[config.mk]
export PLATFORM = sky130hd
export DESIGN_NAME = frame_capture_ctrl
export DESIGN_NICKNAME = d
export VERILOG_FILES = /design/src/rtl/cam_pkg.sv /design/src/rtl/fb_addr_gen.sv /design/src/rtl/frame_capture_ctrl.sv
export SDC_FILE = /design/constraint.sdc
export NUM_CORES = 1
export LEC_CHECK = 0
export CAP_MARGIN = 20
export CORE_ASPECT_RATIO = 1.25
export CORE_MARGIN = 4
export CORE_UTILIZATION = 42
export CTS_CLUSTER_DIAMETER = 40
export DETAILED_ROUTE_END_ITERATION = 6
export PLACE_DENSITY = 0.75
export SLEW_MARGIN = 20
export SYNTH_ARGS = -nofsm -noshare
export SYNTH_HDL_FRONTEND = slang
export SYNTH_SLANG_ARGS = --single-unit
[constraint.sdc]
create_clock -name clk_in -period 3.6 [get_ports clk_in]
set_input_delay 0.36 -clock clk_in [delete_from_list [all_inputs] [get_ports clk_in]]
set_output_delay 0.36 -clock clk_in [all_outputs]
set_load 0.05 [all_outputs]
[src/rtl/cam_pkg.sv]
// Shared camera-domain types and widths for the capture path.
package cam_pkg;
    typedef enum logic [1:0] {
        IDLE    = 2'd0,
        ARMED   = 2'd1,
        CAPTURE = 2'd2
    } cap_state_t;

    localparam int CAM_H_W  = 11;
    localparam int CAM_V_W  = 10;
    localparam int RGB565_W = 16;
endpackage

[src/rtl/fb_addr_gen.sv]
// Combinational decimation filter: pixel coordinates -> keep flag, buffer address, last-pixel flag.
module fb_addr_gen
    import cam_pkg::*;
#(
    parameter int FB_WIDTH   = 320,
    parameter int FB_HEIGHT  = 180,
    parameter int H_DEC_LOG2 = 2,
    parameter int V_DEC_LOG2 = 2,
    localparam int ADDR_W    = $clog2(FB_WIDTH * FB_HEIGHT)
) (
    input  logic               pixel_valid_in,
    input  logic [CAM_H_W-1:0] hcount_in,
    input  logic [CAM_V_W-1:0] vcount_in,
    output logic               keep_out,
    output logic [ADDR_W-1:0]  addr_out,
    output logic               is_last_out
);
    localparam int MUL_W = CAM_H_W + CAM_V_W;
    localparam logic [CAM_H_W-1:0] H_MASK = CAM_H_W'((1 << H_DEC_LOG2) - 1);
    localparam logic [CAM_V_W-1:0] V_MASK = CAM_V_W'((1 << V_DEC_LOG2) - 1);
    localparam logic [MUL_W-1:0] LAST_ADDR = MUL_W'(FB_WIDTH * FB_HEIGHT - 1);

    logic [MUL_W-1:0] h_idx;
    logic [MUL_W-1:0] v_idx;
    logic [MUL_W-1:0] full_addr;

    assign h_idx = MUL_W'(hcount_in >> H_DEC_LOG2);
    assign v_idx = MUL_W'(vcount_in >> V_DEC_LOG2);

    // Address comes from coordinates, so a missing pixel leaves a hole instead of shifting the image.
    assign full_addr = v_idx * MUL_W'(FB_WIDTH) + h_idx;

    assign keep_out = pixel_valid_in
                   && ((hcount_in & H_MASK) == '0)
                   && ((vcount_in & V_MASK) == '0)
                   && (h_idx < MUL_W'(FB_WIDTH))
                   && (v_idx < MUL_W'(FB_HEIGHT));

    assign addr_out    = full_addr[ADDR_W-1:0];
    assign is_last_out = keep_out && (full_addr == LAST_ADDR);
endmodule

[src/rtl/frame_capture_ctrl.sv]
// Frame-aligned capture sequencer driving frame buffer write port A in the camera clock domain.
// Supports continuous capture and single-shot snapshots with one queued request.
module frame_capture_ctrl
    import cam_pkg::*;
#(
    parameter int FB_WIDTH   = 320,
    parameter int FB_HEIGHT  = 180,
    parameter int H_DEC_LOG2 = 2,
    parameter int V_DEC_LOG2 = 2,
    parameter int DATA_W     = RGB565_W,
    localparam int ADDR_W    = $clog2(FB_WIDTH * FB_HEIGHT)
) (
    input  logic               clk_in,
    input  logic               rst_in,
    input  logic               pixel_valid_in,
    input  logic [CAM_H_W-1:0] hcount_in,
    input  logic [CAM_V_W-1:0] vcount_in,
    input  logic [DATA_W-1:0]  pixel_in,
    input  logic               mode_in,
    input  logic               capture_req_in,
    output logic [ADDR_W-1:0]  bram_addr_out,
    output logic               bram_we_out,
    output logic [DATA_W-1:0]  bram_din_out,
    output logic               busy_out,
    output logic               frame_done_out,
    output logic [7:0]         frame_count_out,
    output cap_state_t         state_dbg_out
);
    // pixel_valid_in is a strobe with no back-pressure: a pixel is consumed in the
    // cycle it is valid, and its write appears on port A exactly one cycle later.
    cap_state_t        state_q, state_d;
    logic              req_latch_q, req_latch_d;
    logic              keep;
    logic              is_last;
    logic              sof;
    logic              write_d;
    logic              done_d;
    logic [ADDR_W-1:0] pix_addr;

    fb_addr_gen #(
        .FB_WIDTH   (FB_WIDTH),
        .FB_HEIGHT  (FB_HEIGHT),
        .H_DEC_LOG2 (H_DEC_LOG2),
        .V_DEC_LOG2 (V_DEC_LOG2)
    ) u_addr_gen (
        .pixel_valid_in (pixel_valid_in),
        .hcount_in      (hcount_in),
        .vcount_in      (vcount_in),
        .keep_out       (keep),
        .addr_out       (pix_addr),
        .is_last_out    (is_last)
    );

    assign sof = pixel_valid_in && (hcount_in == '0) && (vcount_in == '0);

    always_comb begin
        state_d     = state_q;
        req_latch_d = req_latch_q;
        write_d     = 1'b0;
        done_d      = 1'b0;

        // Requests arriving while busy queue at most one snapshot.
        if (state_q != IDLE && capture_req_in) begin
            req_latch_d = 1'b1;
        end

        case (state_q)
            IDLE: begin
                if (!mode_in || capture_req_in || req_latch_q) begin
                    state_d     = ARMED;
                    req_latch_d = 1'b0;
                end
            end
            ARMED: begin
                if (sof && keep) begin
                    write_d = 1'b1;
                    state_d = CAPTURE;
                end
            end
            CAPTURE: begin
                if (keep) begin
                    write_d = 1'b1;
                    // A fresh SOF before LAST restarts the frame without a done pulse.
                    if (!sof && is_last) begin
                        done_d  = 1'b1;
                        state_d = mode_in ? IDLE : ARMED;
                    end
                end
            end
            default: state_d = IDLE;
        endcase
    end

    always_ff @(posedge clk_in) begin
        if (rst_in) begin
            state_q         <= IDLE;
            req_latch_q     <= 1'b0;
            bram_addr_out   <= '0;
            bram_we_out     <= 1'b0;
            bram_din_out    <= '0;
            busy_out        <= 1'b0;
            frame_done_out  <= 1'b0;
            frame_count_out <= 8'd0;
        end else begin
            state_q        <= state_d;
            req_latch_q    <= req_latch_d;
            bram_we_out    <= write_d;
            frame_done_out <= done_d;
            busy_out       <= (state_d != IDLE);
            if (write_d) begin
                bram_addr_out <= pix_addr;
                bram_din_out  <= pixel_in;
            end
            if (done_d) begin
                frame_count_out <= frame_count_out + 8'd1;
            end
        end
    end

    assign state_dbg_out = state_q;
endmodule

==> summary.md, run 1 <==
| Metric | Value |
|---|---|
| Outcome | `finished, final reports clean` |
| Worst setup SP type | `input port` |
| H-tree lvl count | `2` |
| Synth cell types | `between 50 and 60` |
| Post-synthesis sequential area ratio | `0.348` |
| Worst EP required | `3.83 ns` |
| Row count | `32` |
| Total cell area at the placement stage | `0.00391 mm^2` |
| Largest area contributor in the netlist | `dfxtp_1` |
| Clk_lat worst skew | `0.30 ns` |
| Residual DRC | `0` |
| Worst vdd ir | `0.000179 V` |
| Starting Density | `0.429` |
| Synth top area share | `0.348` |
| Clock root buffer | `clkbuf_8` |
| Slew of the pin with the lowest slew margin | `0.549 ns` |
| N_diodes | `0` |
| #FFs+latches synth | `46` |
| Post-Syn Area | `0.00265 mm^2` |
| Port bufs | `86` |
| Routed via count | `2,576` |
| DRT Pass-1 Iters | `4` |
| CP max FO | `6` |
| Share of flip-flops with an asynchronous set or reset | `0` |
| Total number of yosys warnings | `0` |
| TNS Setup | `0 ns` |
| Area Overhead vs Synth | `53.2%` |
| DRT Wirelength | `6.97 mm` |
| Kind of critical path | `input port to flop` |
| Grt total ovfl | `0` |
| Pins over their slew limit | `0` |
| Slowest-stage cell, CP | `or4_4` |
| Post-synthesis area per instance | `between 9 and 10 um^2` |
| Antenna viol nets, final | `0` |
| Layout Nets | `479` |
| Fin crit share | `0.976` |
| Worst path cell trace | `clkdlybuf4s50_1, ha_1, ha_2, buf_4, o21ai_2, o21a_1, o211ai_1, nand4_1, and2_4, or4_4, or4_1, a21oi_1` |
| Initial antenna violation count | `0` |
| DIE AREA | `0.00765 mm^2` |
| Leak | `1.54 nW` |
| Final setup vio count | `0` |
| Pwr per Cell Area | `304 mW/mm^2` |
| Boundary Pins | `a little under 90` |
| Final RePlAce weighted congestion | `0.834` |
| Core area | `0.00617 mm^2` |
| Crit. End Element | `flop` |
| Clock skew | `0.00581 ns` |
| Clock-pin slew on the worst setup and hold paths | `0.08 ns` |
| Die width | `just under 80 um` |
| First DRT Iteration DRCs | `69` |
| HP Class | `flop to flop` |
| Vias per cell | `between 5 and 6` |
| Wirelength per Cell | `13.9 um` |
| Ranking of synthesized cells by area | `dfxtp_1 35%, mux2i_1 11%, ha_1 9.5%` |
| Vias in the first global route | `2,525` |
| First-pass GRT wire length | `11.2 mm` |
| Relative slew slack | `0.634` |
| Max Clk Rate | `0.285 GHz` |
| Syn Inst Count | `286` |
| Ratio of cells with drive above 1 in the final layout | `0.200` |
| Syn nets | `350` |
| Largest net degree at the start of global routing | `49` |
| CTS Sinks | `46` |
| Post-synth EDFFs | `0` |
| Tot GR Track Use | `0.180` |
| Largest stage delay on the critical path | `around 0.56 ns` |
| Total of max-cap violations | `0` |
| HPWL after DPL | `between 5 and 6 mm` |
| Design area | `0.00406 mm^2` |
| Die H | `96.8 um` |
| Finished Core Util | `0.658` |
| Num CTS Buffers | `5` |
| Worst EP arrival | `3.74 ns` |
| Top_reg_cell synth | `dfxtp_1` |
| CTS tree | `built` |
| Final Hold Viols | `0` |
| Longest Clk Path Bufs | `2` |
| Tmin final | `between 3 and 4 ns` |
[Yosys cell counts (2+ instances only)]
| library cell | n |
|---|---|
| fa_1 | 2 |
| nor3_1 | 9 |
| mux2_2 | 2 |
| o21ai_0 | 5 |
| nand3b_1 | 2 |
| a31o_2 | 3 |
| a21oi_1 | 8 |
| inv_1 | 10 |
| nand2b_1 | 2 |
| buf_1 | 3 |
| o31ai_1 | 4 |
| o21a_1 | 3 |
| a211oi_1 | 6 |
| ha_1 | 20 |
| clkbuf_8 | 2 |
| nand3_1 | 7 |
| nor2b_1 | 4 |
| o211ai_1 | 2 |
| dfxtp_1 | 46 |
| nor2_1 | 46 |
| xnor2_2 | 3 |
| xor2_1 | 2 |
| nor4_1 | 6 |
| and3_2 | 2 |
| nand4_1 | 6 |
| mux2i_1 | 29 |
| xnor2_1 | 7 |
| or4_1 | 6 |
| nand2_1 | 10 |
| clkbuf_1 | 4 |
[worst max-delay path, delay by kind of cell]
kind | cells | cell delay (ns)
simple gates | 4 | 1.39
compound gates | 4 | 0.80
buf+inv | 2 | 0.63
fa+ha+maj | 2 | 0.57
[routing by layer]
metal | vias to the layer above | wire length (um) | GRT usage
li1 | 1292 | - | -
met1 | 1211 | 2820 | 0.193
met5 | - | 0 | 0
met4 | 0 | 140 | 0.0622
met3 | 10 | 265 | 0.0233
met2 | 63 | 3750 | 0.348
[cell type report]
| cell class | count | area, um^2 |
|---|---|---|
| clock buffers | 6 | 72.6 |
| fillers | 559 | 2110 |
| repair buffers | 132 | 1200 |
| clock inverters | 2 | 13.8 |
| inverters | 10 | 37.5 |
| flip-flops and latches | 46 | 921 |
| multi-input cells | 220 | 1700 |
| well taps | 85 | 106 |
[where the power goes]
part / internal, mW / total, mW / switching (mW)
clock network: 0.137 / 0.311 / 0.174
logic: 0.221 / 0.406 / 0.185
registers: 0.512 / 0.515 / 0.00294
[path summary, 6_finish.rpt]
path                                      endpoint        startpoint  cells after the start  slack, ns
worst min register to register     bram_din_out[5]   bram_din_out[5]                      2       0.50
worst min-delay path               bram_din_out[5]   bram_din_out[5]                      2       0.50
worst max-delay path            frame_count_out[3]      vcount_in[7]                     12       0.09
worst max register to register     bram_din_out[0]  state_dbg_out[0]                      7       1.67
[cells by family after synthesis]
family / share of synthesized area
simple gates: 0.207
compound gates: 0.133
flops: 0.348
mux: 0.118
fa+ha+maj: 0.110
buf+inv: 0.0364
xor+xnor: 0.0482
[registers in the layout, indices dropped and copies added (netlist names)]
register	cells
bram_din_out	16
state_dbg_out	2
bram_addr_out	16
busy_out	1
frame_done_out	1
bram_we_out	1
frame_count_out	8
req_latch_q	1
[cells in the final DEF (no fill, tap or decap), types with 2 or more instances in the layout]
cell type,synthesis,layout
clkdlybuf4s50_1,0,81
nor2_1,46,46
dfxtp_1,46,46
buf_4,0,46
mux2i_1,29,29
ha_1,20,18
inv_1,10,10
nor3_1,9,9
nand2_1,10,9
nand3_1,7,7
a21oi_1,8,7
nand4_1,6,6
a211oi_1,6,6
nor4_1,6,6
xnor2_2,3,5
xnor2_1,7,5
clkbuf_8,2,5
dlygate4sd2_1,0,5
nor2b_1,4,4
o31ai_1,4,4
or4_1,6,3
o21a_1,3,3
o21ai_0,5,3
a31o_2,3,3
or4_4,0,3
o211ai_1,2,2
xor2_1,2,2
nand2b_1,2,2
nand3b_1,2,2
mux2_2,2,2
fa_1,2,2
ha_2,0,2
[metrics by stage]
stage	instances	setup slack, ns	hold WS [ns]	power [mW]
finish	501	0.0870	0.498	1.23
global route	501	-0.0605	0.536	1.30
CTS	500	0.00369	0.504	1.22
floorplan	286	0.0135	0.485	0.726
detailed placement	491	-0.530	0.484	0.905
global placement	491	-0.376	0.472	0.896
[repair_timing]
item,in CTS,in global routing
endpoints found under the setup margin,6,4
hold buffers,0,0
resized for setup,13,5
pin swaps,5,6
buffers inserted,1,1
(Power assumes the default switching activity.)
==> run 2: changes to the inputs <==
Settings changed: CORE_MARGIN 4 to 1.5, SKIP_CTS_REPAIR_TIMING from default to 1.
==> run 2 against run 1 <==
  * Routed wire length fell by 0.92%
  * Cell area is 2.9% higher
  * Power increased by 0.77%
  * Worst setup slack better by 0.0020 ns
  * Register-to-register slack better by 0.08 ns
  * Worst hold slack worse by 0.0018 ns
  * Utilization is 2.3 points higher
  * First-iteration DRC count grew 77%
  * Clock-buffer cell count stayed put
  * Largest cell class unchanged
  * Highest routed layer unchanged
  * Clock power is essentially flat
  * Clock skew grew 0.0022 ns
  * Via count rose by 0.50%
==> summary.md, run 2 (same netlist as run 1, synthesis figures left out) <==
| Metric | Value |
|---|---|
| Outcome | `finished, final reports clean` |
| WL met1 | `2.86 mm (+1.5%)` |
| Area Overhead vs Synth | `57.6%` |
| Die width | `74.0 um (-6.3%)` |
| Final Hold Viols | `0 (unchanged)` |
| Net Sw Frac | `0.292 (-0.00178)` |
| Clock skew | `0.00799 ns (+0.00218 ns)` |
| Final RePlAce weighted congestion | `0.875 (+4.9%)` |
| Highest routed layer | `met4` |
| Worst slack, placed | `-0.525 ns (+0.00494 ns)` |
| Gate power share | `0.336 (+0.006)` |
| Port bufs | `86 (unchanged)` |
| Worst hold slack | `0.496 ns (-0.00179 ns)` |
| DRT Wirelength | `6.91 mm (-0.92%)` |
| Num CTS Buffers | `5 (unchanged)` |
| Longest Clk Path Bufs | `2 (unchanged)` |
| DRT Pass-1 Iters | `4 (unchanged)` |
| Pins over their slew limit | `0 (unchanged)` |
| Fin crit share | `0.975 (about the same)` |
| Commonest non-fill, non-tap cells in the layout | `81 x clkdlybuf4s50_1, 49 x buf_4, 46 x nor2_1, 46 x dfxtp_1, 29 x mux2i_1` |
| Total of max-cap violations | `0 (unchanged)` |
| Leak | `1.60 nW (+4.3%)` |
| Crit. End Element | `flop` |
| Routed via count | `2,589 (+0.50%)` |
| Top flop regs | `bram_addr_out x16, bram_din_out x16, frame_count_out x8` |
| RR Startpoint | `state_dbg_out[0]` |
| HPWL after DPL | `5.41 mm (-3.1%)` |
| Wirelength per Cell | `13.7 um (-1.7%)` |
| Grt total ovfl | `0 (unchanged)` |
| Clk_lat worst skew | `0.30 ns (about the same)` |
| Core area | `0.00613 mm^2 (-0.65%)` |
| Layout Nets | `483 (+0.84%)` |
| Row count | `32 (unchanged)` |
| Clock Power Share | `0.249 (-0.003)` |
| Vias in the first global route | `2,516 (-0.36%)` |
| Clock-pin slew on the worst setup and hold paths | `0.08 ns (about the same)` |
| DR WL met3 | `183 um (-31%)` |
| Internal power | `0.880 mW (+1.0%)` |
| Switch Pwr | `0.362 mW (+0.15%)` |
| Hold_sp | `bram_addr_out[0]` |
| Top delay family on crit path | `simple AND/OR/NAND/NOR gates` |
| Worst setup SP type | `input port` |
| Starting Density | `0.432 (+0.00281)` |
| Max Clk Rate | `0.285 GHz (about the same)` |
| Worst EP arrival | `3.74 ns (about the same)` |
| Final setup vio count | `0 (unchanged)` |
| Depth of the worst register-to-register path | `7 (unchanged)` |
| Total cell area at the placement stage | `0.00392 mm^2 (+0.32%)` |
| WL met2 | `3.74 mm (about the same)` |
| Critical Path Sink | `frame_count_out[3]` |
| N_diodes | `0 (unchanged)` |
| Crit path launch | `hcount_in[8]` |
| Worst EP required | `3.83 ns (about the same)` |
| Pwr per Cell Area | `298 mW/mm^2 (-2.0%)` |
| H-tree lvl count | `2 (unchanged)` |
| Design area | `0.00417 mm^2 (+2.9%)` |
| Vias per cell | `5.13 (-0.29%)` |
| CP max FO | `6 (unchanged)` |
| Largest net degree at the start of global routing | `48 (-2.0%)` |
| FILL cells | `509 (-8.9%)` |
| CTS tree | `built` |
| RSZ-0062 raised after global routing | `false` |
| HP Class | `flop to flop` |
| Capturing point of the worst reg2reg path | `bram_din_out[4]` |
| Worst path cell trace | `clkdlybuf4s50_1, ha_1, fa_1, buf_4, xor2_1, nor4_1, nand2_1, or4_1, or4_4, or4_4, a21oi_2` |
| Crit path buf inv count | `2 (unchanged)` |
| CTS Sinks | `46 (unchanged)` |
| Crit path depth | `11 (-1)` |
| Antenna viol nets, final | `0 (unchanged)` |
| Relative slew slack | `0.644 (+0.00947)` |
| Final worst slack | `0.0890 ns (+0.00200 ns)` |
| First DRT Iteration DRCs | `122 (+77%)` |
| DIE AREA | `0.00679 mm^2 (-11%)` |
| Residual DRC | `0 (unchanged)` |
| Tmin final | `3.51 ns (-0.00200 ns)` |
| Worst vdd ir | `0.000178 V (-0.63%)` |
| Clock root buffer | `clkbuf_8` |
| First-pass GRT wire length | `11.2 mm (-0.80%)` |
| Kind of critical path | `input port to flop` |
| Slowest-stage cell, CP | `or4_4` |
| Die H | `91.8 um (-5.2%)` |
| Boundary Pins | `87 (unchanged)` |
| Slew of the pin with the lowest slew margin | `0.533 ns (-0.0159 ns)` |
| Leading cell type in the layout, fill and taps excluded | `clkdlybuf4s50_1` |
| Initial antenna violation count | `0 (unchanged)` |
| Setup slack, reg-to-reg | `1.75 ns (+0.08 ns)` |
| Largest stage delay on the critical path | `0.58 ns (+0.02 ns)` |
| Tot GR Track Use | `0.207 (+0.0271)` |
| Sequential Power Share | `0.415 (-0.003)` |
| Ratio of cells with drive above 1 in the final layout | `0.221 (+0.0219)` |
| Crit path top cell by count | `or4_4` |
## run 2: cell types whose count changed in the layout (fill, tap and decap cells not counted), moves of 2 or more
cell and change:
ha_4 +2, buf_4 +3, dlymetal6s2s_1 +5, dlygate4sd2_1 -5
## run 2: cell type report
class	instances	area (um^2)	share of cell area
multi-input combinational	220	1760	0.422
timing repair buffer	136	1260	0.302
sequential	46	921	0.221
tap	85	106	0.0255
clock buffer	6	72.6	0.0174
inverter	10	37.5	0.00900
clock inverter	2	13.8	0.00330
## run 2: per-stage QoR
step	setup TNS, ns	utilization	cells	total power, mW
2_1_floorplan	0	-	286	0.726
3_3_place_gp	-2.14	0.641	491	0.885
3_5_place_dp	-3.20	0.641	491	0.894
4_1_cts	-0.798	0.655	499	1.20
5_1_grt	0	0.681	505	1.31
6_report	0	0.681	505	1.24
## run 2: worst register-to-register path: stages, from the launching register on
cell	delay (ns)
dfxtp_1	0.36
inv_1	0.11
ha_1	0.23
nand2_1	0.12
a21boi_4	0.31
buf_12	0.27
mux2i_1	0.28
nor2_1	0.06
## run 2: layer usage
metal	vias up	global-route usage
met5	-	0
li1	1304	-
met1	1211	0.238
met4	0	0.0772
met2	64	0.375
met3	10	0.0275
## run 2: worst min path at each step
stage,to,slack [ns],cells past startpoint
4_1_cts,bram_din_out[2],0.50,2
2_1_floorplan,req_latch_q,0.48,2
6_report,bram_addr_out[0],0.50,2
5_1_grt,bram_addr_out[15],0.53,2
3_3_place_gp,bram_din_out[2],0.47,2
3_5_place_dp,bram_din_out[2],0.48,2
## run 2: power groups by stage
stage / Sequential [mW] / Clock [mW] / Combinational, mW
floorplan: 0.539 / 0 / 0.187
global placement: 0.528 / 0 / 0.358
detailed placement: 0.528 / 0 / 0.367
CTS: 0.516 / 0.319 / 0.368
global route: 0.516 / 0.338 / 0.454
finish: 0.516 / 0.309 / 0.417
